[src/rtl/round_pkg.sv]
// Shared constants and helpers for the round controller.
// State codes, count width and the absolute-error function.
package round_pkg;

    localparam int CNT_W = 8;
    localparam logic [CNT_W-1:0] ERR_SAT = 8'd127;
    localparam logic [CNT_W-1:0] CNT_MAX = 8'd255;

    localparam logic [2:0] S_IDLE   = 3'd0;
    localparam logic [2:0] S_ARM    = 3'd1;
    localparam logic [2:0] S_RUN    = 3'd2;
    localparam logic [2:0] S_SETTLE = 3'd3;
    localparam logic [2:0] S_REPORT = 3'd4;

    // |d| of a signed byte; -128 has no positive twin so it clips
    function automatic logic [CNT_W-1:0] abs_err(input logic [CNT_W-1:0] d);
        if (d == 8'h80)
            return ERR_SAT;
        else if (d[CNT_W-1])
            return ~d + 8'd1;
        else
            return d;
    endfunction

endpackage

[src/rtl/round_ctrl_tick_prescaler.sv]
// 1 ms tick enable derived from Clk100M.
// Restarts from zero whenever clr is asserted.
module tick_prescaler #(
    parameter int TICK_DIV = 100000
) (
    input  logic Clk100M,
    input  logic Rst_n,
    input  logic clr,
    output logic tick
);

    localparam int W = (TICK_DIV > 1) ? $clog2(TICK_DIV) : 1;
    localparam logic [W-1:0] LAST = W'(TICK_DIV - 1);

    logic [W-1:0] cnt;

    assign tick = (cnt == LAST);

    always_ff @(posedge Clk100M or negedge Rst_n) begin
        if (!Rst_n)
            cnt <= '0;
        else if (clr || tick)
            cnt <= '0;
        else
            cnt <= cnt + 1'b1;
    end

endmodule

[src/rtl/round_ctrl.sv]
// Round sequencer: arm countdown, counting window, score capture.
// Tracks the best absolute error seen since reset.
module round_ctrl
    import round_pkg::*;
#(
    parameter int TICK_DIV = 100000,
    parameter int ARM_MS   = 3000,
    parameter int ROUND_MS = 10000
) (
    input  logic       Clk100M,
    input  logic       Rst_n,
    input  logic       go,
    input  logic       abort,
    input  logic       user_tick,
    input  logic       symbol_tick,
    input  logic [7:0] score_diff,
    output logic       score_start,
    output logic       score_stop,
    output logic [7:0] user_count,
    output logic [7:0] magic_count,
    output logic [7:0] result,
    output logic       result_valid,
    input  logic       result_ack,
    output logic [7:0] best_err,
    output logic       busy
);

    localparam int MS_MAX = (ARM_MS > ROUND_MS) ? ARM_MS : ROUND_MS;
    localparam int MS_W   = $clog2(MS_MAX + 1);

    logic [2:0]      state;
    logic [2:0]      nxt;
    logic [MS_W-1:0] ms_cnt;
    logic            settle_cnt;
    logic            tick;
    logic            arm_done;
    logic            run_done;
    logic [7:0]      err;

    assign arm_done = tick && (ms_cnt == MS_W'(ARM_MS - 1));
    assign run_done = tick && (ms_cnt == MS_W'(ROUND_MS - 1));
    assign err      = abs_err(score_diff);
    assign busy     = (state != S_IDLE);

    tick_prescaler #(
        .TICK_DIV(TICK_DIV)
    ) u_presc (
        .Clk100M(Clk100M),
        .Rst_n  (Rst_n),
        .clr    (nxt != state),
        .tick   (tick)
    );

    // abort is checked before the tick boundary so it always wins
    always_comb begin
        nxt = state;
        unique case (state)
            S_IDLE:   if (go) nxt = S_ARM;
            S_ARM:    if (abort) nxt = S_IDLE;
                      else if (arm_done) nxt = S_RUN;
            S_RUN:    if (abort) nxt = S_IDLE;
                      else if (run_done) nxt = S_SETTLE;
            S_SETTLE: if (settle_cnt) nxt = S_REPORT;
            S_REPORT: if (result_ack) nxt = S_IDLE;
            default:  nxt = S_IDLE;
        endcase
    end

    always_ff @(posedge Clk100M or negedge Rst_n) begin
        if (!Rst_n) begin
            state        <= S_IDLE;
            ms_cnt       <= '0;
            settle_cnt   <= 1'b0;
            score_start  <= 1'b0;
            score_stop   <= 1'b0;
            user_count   <= '0;
            magic_count  <= '0;
            result       <= '0;
            result_valid <= 1'b0;
            best_err     <= CNT_MAX;
        end else begin
            state       <= nxt;
            score_start <= (state == S_ARM) && (nxt == S_RUN);
            score_stop  <= ((state == S_ARM || state == S_RUN) && nxt == S_IDLE)
                         || (state == S_RUN && nxt == S_SETTLE);

            if (nxt != state)
                ms_cnt <= '0;
            else if (tick)
                ms_cnt <= ms_cnt + 1'b1;

            settle_cnt <= (state == S_SETTLE) ? ~settle_cnt : 1'b0;

            if (state == S_IDLE && go) begin
                user_count  <= '0;
                magic_count <= '0;
            end else if (state == S_RUN && !abort) begin
                if (user_tick && user_count != CNT_MAX)
                    user_count <= user_count + 1'b1;
                if (symbol_tick && magic_count != CNT_MAX)
                    magic_count <= magic_count + 1'b1;
            end

            if (state == S_SETTLE && nxt == S_REPORT) begin
                result       <= score_diff;
                result_valid <= 1'b1;
                if (err < best_err)
                    best_err <= err;
            end else if (state == S_REPORT && nxt == S_IDLE) begin
                result_valid <= 1'b0;
            end
        end
    end

endmodule

[config.mk]
export PLATFORM = sky130hd
export DESIGN_NAME = round_ctrl
export DESIGN_NICKNAME = d
export VERILOG_FILES = /design/src/rtl/round_pkg.sv /design/src/rtl/round_ctrl_tick_prescaler.sv /design/src/rtl/round_ctrl.sv
export SDC_FILE = /design/constraint.sdc
export NUM_CORES = 1
export LEC_CHECK = 0
export CORE_ASPECT_RATIO = 2
export CORE_MARGIN = 2
export CORE_UTILIZATION = 50
export CTS_CLUSTER_SIZE = 30
export DETAILED_ROUTE_END_ITERATION = 8
export GPL_TIMING_DRIVEN = 1
export PLACE_DENSITY_LB_ADDON = 0.08
export SLEW_MARGIN = 20
export SYNTH_ARGS = -nofsm -noshare
export SYNTH_HDL_FRONTEND = slang
export SYNTH_SLANG_ARGS = --single-unit
[constraint.sdc]
create_clock -name Clk100M -period 1.95 [get_ports Clk100M]
set_input_delay 0.585 -clock Clk100M [delete_from_list [all_inputs] [get_ports Clk100M]]
set_output_delay 0.585 -clock Clk100M [all_outputs]
set_load 0.1 [all_outputs]
==> results <==
- The flow ran to the end, but the final reports show violations.
- The final reports fail on negative setup slack.
- The number of warnings issued by yosys is 0.
- Setup repair after global routing could not meet its margin everywhere.
- Measured on the finished design, the core utilization comes to 0.805.
- Averaged over all synthesized cells, the footprint is 9.92 um2.
- In this run the remaining antenna-violating nets after routing total 0.
- In this run, synthesis produced a sequential element count of 70.
- Leaving out fill and tap cells, the most frequent cell in the layout is sky130_fd_sc_hd__buf_4.
- The number of levels the H-tree was split into is 3.
- The HPWL after detailed placement is 7.01 mm.
- The via count of the first global-routing pass was 3575.
- TritonCTS built the clock tree.
- The leakage power of the design is 0.00266 uW.
- The path depth of the worst reg2reg path is 7.
- The share of flip-flops with an asynchronous set or reset is 1.00.
- The distinct cell type count after synthesis is about 50.
- The minimum clock period is 2670 ps.
- The routed length per instance is 17.3 um.
- The pin count of the biggest net entering global routing is 71.
- In the layout the commonest cells are sky130_fd_sc_hd__buf_4, sky130_fd_sc_hd__nor2_1, sky130_fd_sc_hd__dfrtp_1.
- The most used flip-flop cell after synthesis is sky130_fd_sc_hd__dfrtp_1.
- The number of flops mapped to enable cells by yosys is 0.
- The area fraction of the dominant cell type after synthesis is 0.407.
- The kind of critical path is in -> reg.
- The worst register-to-register path ends at best_err[3].
- 51 I/O pins were placed.
- The die is 65.7 um wide.
- The initial antenna violation count is 0.
- The power density over the cells is between 600 and 700 nW/um2.
- The reported max-cap violation count is 0.
- The floorplan step defined a die boundary enclosing approximately 8400 um2.
- The synthesized design spends more area on one cell type than any other, namely sky130_fd_sc_hd__dfrtp_1.
- The area of the core region is 7490 um2.
- The effective utilization at floorplan is 0.508.
- The final max-slew violation count is 0.
- The number of DRC violations after detailed routing is 0.
- The root buffer cell chosen for the clock tree is sky130_fd_sc_hd__clkbuf_16.
- The fmax is 374 MHz.
- Clock-pin slew was measured on the worst setup and hold paths at ~60 ps.
- The instance count after placement with tap cells included is 587.
- The worst setup path is launched from an input port.
- IR analysis of the VDD net gives a maximum drop of between 0.7 and 0.8 mV.
- The clock network latency to the later pin of the worst-skew pair is 320 ps.
- The routed via count divided by cell count is roughly 5.5.
- The number of placement rows is 45.
- For this design, the sink count on the clock tree is 70.
- The final setup violation count is 9.
- Wires add up to 10.7 mm.
- The startpoint of the worst register-to-register path is best_err[2].
- In the finished design, the share of the clock period the worst path needs comes to 1.37.
- The final route contains roughly 3400 vias.
- The data required time at the worst endpoint is 2200 ps.
- The number of port buffers is 50.
- The layout overhead on the synthesized area is 58.4%.
- Counting the buffers created by CTS gives 9.
- The first global-routing pass estimated between 15 and 20 mm of wire.
- The worst register-to-register path has a setup slack of -210 ps.
- Of all nets on the critical path, the largest fanout is 8.
- The count of routing violations after the opening detailed-route iteration is 232.
- Of the synthesized area, sequential elements account for 0.463.
- The iteration count of the initial detailed-routing pass is 4.
- At the end of routability-driven placement, the weighted congestion stood at 0.906.
- The final non-filler cell total is 621.
- The worst hold path belongs to the class in -> async.
- The die outline height is between 100 and 150 um.
- The count of final hold-check violations is 0.
- For this run the aggregate overflow at the end of global routing stands at 0.
- The worst setup path is captured at a flip-flop.
- The antenna diode count is 0.
- Ranked by total cell area, the synthesized netlist is headed by sky130_fd_sc_hd__dfrtp_1, sky130_fd_sc_hd__xnor2_1, sky130_fd_sc_hd__dfstp_2.
- In the final design database the tool counted 549 nets.
- The transition time at the pin with the least slew margin is approximately 570 ps.
- The final worst setup slack is -721 ps.
- The worst slew slack as a fraction of its limit is 0.617.
- In the final layout, the share of cells above drive strength 1 is 0.461.
- The deepest clock path buffer count is 2.
- For the final database, setup skew stands at 5.04 ps.
- The total track usage is 0.268.
- STA puts the critical path data arrival time at 2920 ps.
- The gate count after technology mapping is 384.
- The net count of the mapped netlist is 411.
- In this run the cell area of the synthesized design comes to 3810 um2.
## critical path: stages
cell,delay (ps)
sky130_fd_sc_hd__buf_6,100
sky130_fd_sc_hd__or3_4,410
sky130_fd_sc_hd__o31ai_4,200
sky130_fd_sc_hd__xor2_1,210
sky130_fd_sc_hd__nand2_1,140
sky130_fd_sc_hd__ha_4,250
sky130_fd_sc_hd__nand3_4,70
sky130_fd_sc_hd__a211oi_2,60
sky130_fd_sc_hd__a2111oi_4,340
sky130_fd_sc_hd__buf_6,220
sky130_fd_sc_hd__mux2_4,320
## where the power goes
part	switching, uW	leakage (uW)	internal (uW)
Sequential	40.6	0.000888	1500
Combinational	496	0.00163	372
Clock	601	0.000141	966
Total	1140	0.00266	2840
## per-layer routing
| metal | routed length (um) | track usage | vias to the layer above |
|---|---|---|---|
| met5 | 0 | 0 | - |
| met4 | 198 | 0.120 | 0 |
| met3 | 368 | 0.0484 | 18 |
| met2 | 5850 | 0.453 | 83 |
| met1 | 4300 | 0.327 | 1685 |
| li1 | - | - | 1622 |
## synthesized netlist by cell type (3+ instances only)
cell type	count
sky130_fd_sc_hd__a211oi_1	5
sky130_fd_sc_hd__xor2_1	20
sky130_fd_sc_hd__nor2b_1	3
sky130_fd_sc_hd__nand2_1	27
sky130_fd_sc_hd__dfstp_2	8
sky130_fd_sc_hd__dfrtp_1	62
sky130_fd_sc_hd__ha_1	12
sky130_fd_sc_hd__nor4_1	4
sky130_fd_sc_hd__mux2_2	14
sky130_fd_sc_hd__clkbuf_1	8
sky130_fd_sc_hd__mux2i_1	4
sky130_fd_sc_hd__nor2_1	45
sky130_fd_sc_hd__nand3_1	22
sky130_fd_sc_hd__and3_1	6
sky130_fd_sc_hd__o211ai_1	4
sky130_fd_sc_hd__and4_1	4
sky130_fd_sc_hd__o21ai_0	5
sky130_fd_sc_hd__a21oi_1	11
sky130_fd_sc_hd__xnor2_1	25
sky130_fd_sc_hd__inv_1	20
sky130_fd_sc_hd__nor3_1	26
sky130_fd_sc_hd__nand4_1	12
## registers in the layout (all words and copies together), names as in the netlist
register / count
result: 8
settle_cnt: 1
u_presc.cnt: 17
magic_count: 8
user_count: 8
best_err: 8
score_stop: 1
score_start: 1
result_valid: 1
state: 3
ms_cnt: 14
## metrics by stage
stage,cell area [um2],TNS (ps),setup WS [ps],hold slack (ps),power (uW)
2_1_floorplan,3910,-6620,-834,289,1970
3_3_place_gp,5380,-26360,-1300,475,2280
3_5_place_dp,5380,-28570,-1440,490,2310
4_1_cts,5910,-5910,-747,294,3950
5_1_grt,6030,-7450,-791,319,4110
6_report,6030,-5740,-721,283,3980
## kinds of logic (layout without fill, tap and decap cells)
logic type,count (synthesis),count (layout),share of synthesized area
xor gates and xnor gates,45,45,0.104
DFF,70,70,0.463
AOI/OAI and AO/OA,35,35,0.0667
adders and majority gates,12,12,0.0394
muxes,18,18,0.0519
and+or+nand+nor,172,172,0.242
buffers and inverters,32,175,0.0342
## repair_timing
item / in CTS / in global routing
gates resized for setup: 46 / 32
buffers inserted: 16 / 3
setup endpoints to repair: 46 / 37
hold buffers: 0 / 0
pin swaps: 14 / 21
## final cells by class
cell class / count / area (um2)
Timing Repair Buffer: 139 / 1560
Sequential cell: 70 / 1800
Inverter: 20 / 77.6
Multi-Input combinational cell: 282 / 2190
Clock buffer: 12 / 267
Fill cell: 440 / 1460
Clock inverter: 4 / 28.8
Tap cell: 94 / 118
## worst max-delay path by stage
stage,to,cells past startpoint,slack (ps),startpoint
2_1_floorplan,best_err[0],9,-830,score_diff[1]
3_3_place_gp,best_err[3],11,-1300,score_diff[0]
3_5_place_dp,best_err[2],11,-1440,score_diff[0]
4_1_cts,best_err[4],11,-750,score_diff[2]
5_1_grt,best_err[3],11,-790,score_diff[0]
6_report,best_err[3],11,-720,score_diff[0]
Note: power is estimated with default switching activity, not from simulation.
